File: src/rtl/i2c_master_seq.sv
// Single-byte I2C master: START, 7-bit address + R/W, one data byte, STOP.
// Open-drain style outputs: *_oe = 1 pulls the line low, 0 releases it.
module i2c_master_seq #(
  parameter int DIV = 4
) (
  input  logic       clk,
  input  logic       rst,
  input  logic       req_valid,
  output logic       req_ready,
  input  logic [6:0] req_addr,
  input  logic       req_rw,
  input  logic [7:0] req_wdata,
  output logic       rsp_valid,
  output logic [7:0] rsp_rdata,
  output logic       rsp_nack,
  output logic       scl_oe,
  output logic       sda_oe,
  input  logic       sda_in,
  output logic       busy,
  output logic [3:0] state_dbg
);

  // Handshake: a request transfers on a rising edge where req_valid && req_ready;
  // req_ready is high only in IDLE, so requests are ignored while busy.
  typedef enum logic [3:0] {
    S_IDLE, S_START, S_ADDR, S_AACK, S_WDATA, S_WACK, S_RDATA, S_RACK, S_STOP, S_DONE
  } state_t;

  localparam int DW = (DIV > 1) ? $clog2(DIV) : 1;
  localparam logic [DW-1:0] DIV_LAST = DW'(DIV - 1);

  state_t         state, nxt_state;
  logic [DW-1:0]  div_cnt, nxt_div;
  logic [1:0]     phase, nxt_phase;
  logic [2:0]     bit_cnt, nxt_bit;
  logic [6:0]     addr_q;
  logic           rw_q;
  logic [7:0]     wdata_q;
  logic [7:0]     rdata_sh;
  logic           nack_q;
  logic           samp_now;
  logic           addr_nack;
  logic           nxt_scl, nxt_sda;
  logic [7:0]     tx_byte;

  assign state_dbg = state;
  assign samp_now  = (div_cnt == '0) && (phase == 2'd3);
  // With DIV=1 the ack sample and the slot end share a cycle, so fold in sda_in.
  assign addr_nack = nack_q | (samp_now & sda_in);

  always_comb begin
    nxt_state = state;
    nxt_div   = div_cnt;
    nxt_phase = phase;
    nxt_bit   = bit_cnt;
    case (state)
      S_IDLE: begin
        if (req_valid) begin
          nxt_state = S_START;
          nxt_div   = '0;
          nxt_phase = 2'd0;
          nxt_bit   = 3'd0;
        end
      end
      S_DONE: nxt_state = S_IDLE;
      default: begin
        if (div_cnt == DIV_LAST) begin
          nxt_div   = '0;
          nxt_phase = phase + 2'd1;
          if (phase == 2'd3) begin
            nxt_bit = 3'd0;
            case (state)
              S_START: nxt_state = S_ADDR;
              S_ADDR:  if (bit_cnt == 3'd7) nxt_state = S_AACK; else nxt_bit = bit_cnt + 3'd1;
              S_AACK:  nxt_state = addr_nack ? S_STOP : (rw_q ? S_RDATA : S_WDATA);
              S_WDATA: if (bit_cnt == 3'd7) nxt_state = S_WACK; else nxt_bit = bit_cnt + 3'd1;
              S_RDATA: if (bit_cnt == 3'd7) nxt_state = S_RACK; else nxt_bit = bit_cnt + 3'd1;
              S_WACK:  nxt_state = S_STOP;
              S_RACK:  nxt_state = S_STOP;
              S_STOP:  nxt_state = S_DONE;
              default: nxt_state = S_IDLE;
            endcase
          end
        end else begin
          nxt_div = div_cnt + DW'(1);
        end
      end
    endcase
  end

  // Line levels for the position the sequencer is about to enter.
  always_comb begin
    nxt_scl = 1'b0;
    nxt_sda = 1'b0;
    tx_byte = (nxt_state == S_ADDR) ? {addr_q, rw_q} : wdata_q;
    case (nxt_state)
      S_START: nxt_sda = nxt_phase[1];
      S_ADDR, S_WDATA: begin
        nxt_scl = ~nxt_phase[1];
        nxt_sda = ~tx_byte[3'd7 - nxt_bit];
      end
      S_AACK, S_WACK, S_RDATA, S_RACK: nxt_scl = ~nxt_phase[1];
      S_STOP: begin
        nxt_scl = (nxt_phase == 2'd0);
        nxt_sda = (nxt_phase != 2'd3);
      end
      default: begin
        nxt_scl = 1'b0;
        nxt_sda = 1'b0;
      end
    endcase
  end

  always_ff @(posedge clk or negedge rst) begin
    if (!rst) begin
      state     <= S_IDLE;
      div_cnt   <= '0;
      phase     <= 2'd0;
      bit_cnt   <= 3'd0;
      addr_q    <= 7'd0;
      rw_q      <= 1'b0;
      wdata_q   <= 8'd0;
      rdata_sh  <= 8'd0;
      nack_q    <= 1'b0;
      scl_oe    <= 1'b0;
      sda_oe    <= 1'b0;
      req_ready <= 1'b1;
      busy      <= 1'b0;
      rsp_valid <= 1'b0;
      rsp_rdata <= 8'h00;
      rsp_nack  <= 1'b0;
    end else begin
      state     <= nxt_state;
      div_cnt   <= nxt_div;
      phase     <= nxt_phase;
      bit_cnt   <= nxt_bit;
      scl_oe    <= nxt_scl;
      sda_oe    <= nxt_sda;
      req_ready <= (nxt_state == S_IDLE);
      busy      <= (nxt_state != S_IDLE);
      rsp_valid <= (nxt_state == S_DONE);
      if (state == S_IDLE && req_valid) begin
        addr_q   <= req_addr;
        rw_q     <= req_rw;
        wdata_q  <= req_wdata;
        nack_q   <= 1'b0;
        rdata_sh <= 8'h00;
      end
      if (samp_now) begin
        case (state)
          S_AACK, S_WACK: if (sda_in) nack_q <= 1'b1;
          S_RDATA:        rdata_sh <= {rdata_sh[6:0], sda_in};
          default:        ;
        endcase
      end
      if (nxt_state == S_DONE) begin
        rsp_rdata <= (rw_q && !nack_q) ? rdata_sh : 8'h00;
        rsp_nack  <= nack_q;
      end
    end
  end

endmodule

File: config.mk
export PLATFORM = sky130hd
export DESIGN_NAME = i2c_master_seq
export DESIGN_NICKNAME = d
export VERILOG_FILES = /design/src/rtl/i2c_master_seq.sv
export SDC_FILE = /design/constraint.sdc
export NUM_CORES = 1
export LEC_CHECK = 0
export CAP_MARGIN = 20
export CORE_UTILIZATION = 30
export DETAILED_ROUTE_END_ITERATION = 6
export PLACE_DENSITY = 0.5
export SETUP_SLACK_MARGIN = 0.02
export SLEW_MARGIN = 30
export SYNTH_ARGS = -nofsm -noshare
export SYNTH_HDL_FRONTEND = slang
export SYNTH_SLANG_ARGS = --single-unit
File: constraint.sdc
create_clock -name clk -period 3.2 [get_ports clk]
set_input_delay 0.48 -clock clk [delete_from_list [all_inputs] [get_ports clk]]
set_output_delay 0.48 -clock clk [all_outputs]
set_load 0.02 [all_outputs]
Word level (Yosys, flattened, before mapping). Cells that the tools add are included.

Output and inout bits: 18. Word-level logic and storage cells: 99. Input bits: 20. Register bits after elaboration: 50.

Order comparisons: 1. Reduce and logical (&&, ||, !) cells: 15. Bitwise operators: 5. Muxes and demuxes: 35. $add $sub $neg: 4. Equality and inequality tests: 23.

Operator list (count): 2-to-1 mux 8 bit (5); equality test 4 x 3 -> 1 bit, second input constant (8); 2-to-1 mux 4 bit (7); case mux 4 bit (7 select lines) (1); equality test 4 x 2 -> 1 bit, second input constant (4); equality test 4 bit, second input constant (4); 2-to-1 mux 3 bit (5); 2-to-1 mux 2 bit (5); equality test 4 x 1 -> 1 bit, second input constant (2); zero test 4 bit (2); case mux 2 bit (2 select lines) (2); case mux 4 bit (2 select lines) (1); case mux 3 bit (2 select lines) (1); OR reduction 2 bit (3); OR reduction 6 bit (1); 2-to-1 mux 1 bit (5); adder 2 x 1 -> 2 bit, second input constant (2); equality test 2 bit, second input constant (2); zero test 2 bit (2); less-than comparator 3 x 4 -> 1 bit, second input constant (1); != test 2 bit, second input constant (2); nonzero test 4 bit (1); adder 3 x 1 -> 3 bit, second input constant (1); binary-select mux 1 bit (select 3 bit) (1); other kinds (11) (15).

Depth between registers and ports, before layout.
Depth in word-level cells: 15. Gate-level depth with buffers: 9. Mapped depth without buffers: 9.

Worst setup path before layout. Ideal clock, no wire load.

Path kind: flip-flop to flip-flop. From: register state[1], in the netlist state_dbg[1]. To: register sda_oe. Data arrival time: 2550 ps. Period minus slack after synthesis: 2651 ps. Setup time: 101 ps. Buffers on the path: 2. Path slack: 549 ps. Required time: 3099 ps. Cell stages (with the launch flop): 10. Cell sequence: dfrtp_1 > buf_6 > o211a_4 > a221o_1 > and3_1 > buf_6 > or4_4 > o41ai_2 > nor4_1 > o32ai_1.

Word-level cells in the longest chain between the ends: 12. Elaborated cells between the ends (all ways): 37. Those cells by class: add/sub: 1; eq/ne: 14; mux: 17; bitwise: 1; reduce/logical: 4.

RTL lines: from (decl) (RTL line 32) `state_t state, nxt_state;`; from (signal assigned) (RTL line 133) `state <= nxt_state;`; equality test 4 x 3 -> 1 bit (RTL line 72) `case (state)`; OR reduction 2 bit (no source line); case mux 4 bit (7 select lines) (RTL line 72); 2-to-1 mux 4 bit (RTL line 70) `if (phase == 2'd3) begin`; 2-to-1 mux 4 bit (RTL line 67) `if (div_cnt == DIV_LAST) begin`; case mux 4 bit (2 select lines) * (RTL line 56) `case (state)`; net nxt_state[0] (RTL line 32); equality test 4 x 2 -> 1 bit (RTL line 95, 96); 2-to-1 mux 8 bit (RTL line 95) `tx_byte = (nxt_state == S_ADDR) ? {addr_q, rw_q} : wdata_q;`; binary-select mux 1 bit (select 3 bit) (RTL line 100) `nxt_sda = ~tx_byte[3'd7 - nxt_bit];`; 2-to-1 mux 1 bit (not written as such) (RTL line 100); NOT 1 bit (RTL line 100); case mux 1 bit (3 select lines) * (RTL line 96) `case (nxt_state)`; net nxt_sda (RTL line 43) `logic nxt_scl, nxt_sda;`; to (signal assigned) (RTL line 138) `sda_oe <= nxt_sda;`; to (decl) (RTL line 17) `output logic sda_oe,`.

Mark *: on every way through the listed nets, which the timed path passes. The rest lies on a longest branch. The select of a mux whose other input is x is not followed. A chain may end at the register's enable or synchronous reset.

Worst setup path in the final report.
From: register div_cnt[0]. To: register sda_oe.

Word-level cells in the longest chain between the ends: 15. Elaborated cells between the ends (all ways): 26. Those cells by class: add/sub: 1; eq/ne: 6; mux: 13; bitwise: 3; reduce/logical: 3.

RTL lines: from (decl) (RTL line 33) `logic [DW-1:0] div_cnt, nxt_div;`; from (signal assigned) (RTL line 134) `div_cnt <= nxt_div;`; zero test 2 bit (RTL line 47) `assign samp_now = (div_cnt == '0) && (phase == 2'd3);`; logical AND 1 bit (RTL line 47); AND 1 bit (RTL line 49) `assign addr_nack = nack_q | (samp_now & sda_in);`; OR 1 bit (RTL line 49); 2-to-1 mux 4 bit (RTL line 75) `S_AACK: nxt_state = addr_nack ? S_STOP : (rw_q ? S_RDATA : S_WDATA);`; case mux 4 bit (7 select lines) (RTL line 72); 2-to-1 mux 4 bit (RTL line 70); 2-to-1 mux 4 bit (RTL line 67); case mux 4 bit (2 select lines) (RTL line 56); equality test 4 x 2 -> 1 bit (RTL line 95, 96); 2-to-1 mux 8 bit (RTL line 95); binary-select mux 1 bit (select 3 bit) (RTL line 100); 2-to-1 mux 1 bit (not written as such) (RTL line 100); NOT 1 bit (RTL line 100); case mux 1 bit (3 select lines) * (RTL line 96); net nxt_sda (RTL line 43).

Marked as above.

==> impl_metrics.yaml <==
setup_path:
  cp.required_ns: 3.42
  cp.arrival_ns: 2.97
  path_class: "reg -> reg"
  start_kind: "flop"
  cp_max_fo: 8
  r2r_setup_slack_ns: 0.45
  crit_path_end_kind: "flop"
sta:
  finalCriticalPeriod_ns: 2.75
  finalHoldViolCount: 0
  skew_ns: 0.00763
  setup_viol: 0
  fin_crit_sh_pct: 86.1
  tns_ns: 0
  drv_slew: 0
  grt_setup_unrepaired: "false"
  max_freq_mhz: 363
  tightestPinTransition_ns: 0.649
  slew_headroom_pct: 56.3
  fin_ws_ns: 0.446
cts:
  clock-root-buffer: "clkbuf_8"
  postCtsSetupRepairBufs: 0
  numCtsBuffers: 5
  cts_tree: "yes"
  clock-sinks: 50
  hold_buffers: 0
  ctsLongestPathBuffers: 2
  ctsResizeCount: 0
  cts_max_level: 2
  clkLatencyLatePin_ns: 0.31
  clkSlewWorstSetupHoldPaths_ns: 0.10
cells_and_area:
  layout_common_cells: "49 x dfrtp_1, 36 x clkdlybuf4s50_1, 23 x nand2_1, 19 x mux2_2, 18 x o21ai_0"
  nFillCells: 772
  final_common_cell: "dfrtp_1"
  area_growth_pct: 24.6
  drive_above_1_share_pct: 16.7
  n_antenna_cell: 0
  fin_area_um2: 3000
  layout.nets: 282
  fin_cells: 360
global_routing:
  grt_overflow_total: 0
  grt_pass1_wl_um: 8710
  grt_util_all_layers_pct: 13.3
  grt_antenna_before_repair: 0
  grt_pass1_vias: 1777
  grt_max_degree: 33
die:
  die_x_um: 91.6
  die-area_um2: 8400
  rows: 32
  start_util_pct: 31.0
  io_pins: 38
  die_y_um: 91.6
  coreArea_um2: 7770
route:
  postRouteAntennaNets: 0
  wirelength_um: 5170
  vias: 1782
  dr.first_iter.drc_count: 103
  viasPerCell: 4.95
  drt_pass1_iterations: 4
  wl_per_cell_um: 14.4
  drc: 0
power:
  power_density_nw_per_um2: 381
  peakVddDrop_v: 0.000197
  power_leakage_nw: 1.31
synth:
  synth-seq-cells: 50
  ys_warn_count: 0
  synth_fp_nets: 241
  synth-edff-count: 0
  ys_types: 51
  yosysSeqAreaShare_pct: 52.0
  synth-main-ff-cell: "dfrtp_1"
  synth_cells: 216
  synthArstFlopShare_pct: 100
  syn_area_per_cell_um2: 11.2
  synthesis.area_um2: 2410
place:
  placed_cell_area_um2: 2890
  portBuffers: 37
  place_congestion: 0.846
  pre_cts_slack_ns: 0.372
  dp_hpwl_um: 3780
  dp.cells: 352
job:
  cap_viol_max_count: 0
hold_path:
  worstHoldPathType: "in -> async"
outcome:
  status: "completed"
==> logic make-up after synthesis <==
logic type / count (synthesis) / share of synthesized area, %
AOI/OAI and AO/OA: 52 / 15.4
xor gates and xnor gates: 2 / 0.727
adders and majority gates: 5 / 2.60
buffers and inverters: 16 / 3.69
DFF: 50 / 52.0
muxes: 22 / 10.6
and+or+nand+nor: 69 / 15.0
==> per-layer routing <==
layer	vias to the layer above	track usage [%]	wire length (µm)
met4	0	4.37	74
met2	49	21.1	2400
met1	853	18.2	2460
met5	-	0	0
li1	874	-	-
met3	6	2.82	234
==> registers in the layout, summed over array words and instances, names as in the netlist <==
name       count
rw_q           1
rsp_nack       1
sda_oe         1
bit_cnt        3
busy           1
req_ready      1
div_cnt        2
scl_oe         1
rdata_sh       8
rsp_valid      1
phase          2
wdata_q        8
state_dbg      4
addr_q         7
nack_q         1
rsp_rdata      8
==> path summary, 6_finish.rpt <==
check | startpoint | to | cells past startpoint
worst max-delay path | div_cnt[0]$_DFFE_PN0P_ | sda_oe$_DFF_PN0_ | 8
worst min-delay path | rst | rsp_rdata[7]$_DFFE_PN0P_ | 1
worst max register to register | div_cnt[0]$_DFFE_PN0P_ | sda_oe$_DFF_PN0_ | 8
worst min register to register | rsp_rdata[0]$_DFFE_PN0P_ | rsp_rdata[0]$_DFFE_PN0P_ | 2
max in group asynchronous | rst | addr_q[3]$_DFFE_PN0P_ | 2
min in group clk | rsp_rdata[0]$_DFFE_PN0P_ | rsp_rdata[0]$_DFFE_PN0P_ | 2
==> layout make-up <==
class / count / area, µm² / share of cell area, %
clock buffers: 5 / 68.8 / 2.29
clock inverters: 3 / 48.8 / 1.62
inverters: 7 / 26.3 / 0.875
multi-input cells: 150 / 1070 / 35.6
flip-flops and latches: 50 / 1250 / 41.7
well taps: 102 / 128 / 4.25
repair buffers: 43 / 410 / 13.7
==> synth_stat cells (all sizes together), types with 2 or more instances <==
library cell | instances | area share, %
nand3 | 7 | 1.5
and2 | 5 | 1.3
nor2 | 9 | 1.5
a22o | 8 | 2.9
buf | 5 | 1.9
a221o | 2 | 0.83
a32oi | 2 | 0.73
nor3 | 5 | 1.0
nand4 | 2 | 0.52
ha | 5 | 2.6
a31oi | 2 | 0.52
nor2b | 4 | 1.0
a21oi | 6 | 1.2
clkbuf | 4 | 0.67
mux2 | 19 | 8.9
mux2i | 2 | 0.83
o21ai | 20 | 4.2
inv | 7 | 1.1
dfrtp | 49 | 51
or2 | 2 | 0.62
nand2 | 23 | 3.6
a32o | 2 | 0.83
and3 | 4 | 1.0
==> critical path: stages, from the launching register on <==
cell and delay [ns]:
dfrtp_1 0.41, ha_1 0.32, o211a_4 0.21, a221o_1 0.31
and3_1 0.20, or4_4 0.51, o41ai_2 0.34, nor4_1 0.10
o32ai_1 0.27
==> power by group <==
group	total, mW	switching [mW]	internal, mW
Combinational	0.0390	0.0170	0.0220
Sequential	0.635	0.00169	0.633
Clock	0.470	0.232	0.238
Total	1.14	0.251	0.894
==> per-stage QoR <==
step                      total power [mW]  hold slack [ns]  util, %
after floorplan                      0.650            0.184        -
after global placement               0.688            0.458     37.1
after detailed placement             0.688            0.464     37.1
after CTS                             1.16            0.114     38.7
after global routing                  1.19            0.116     38.7
final                                 1.14           0.0994     38.7
(Power assumes the default switching activity.)
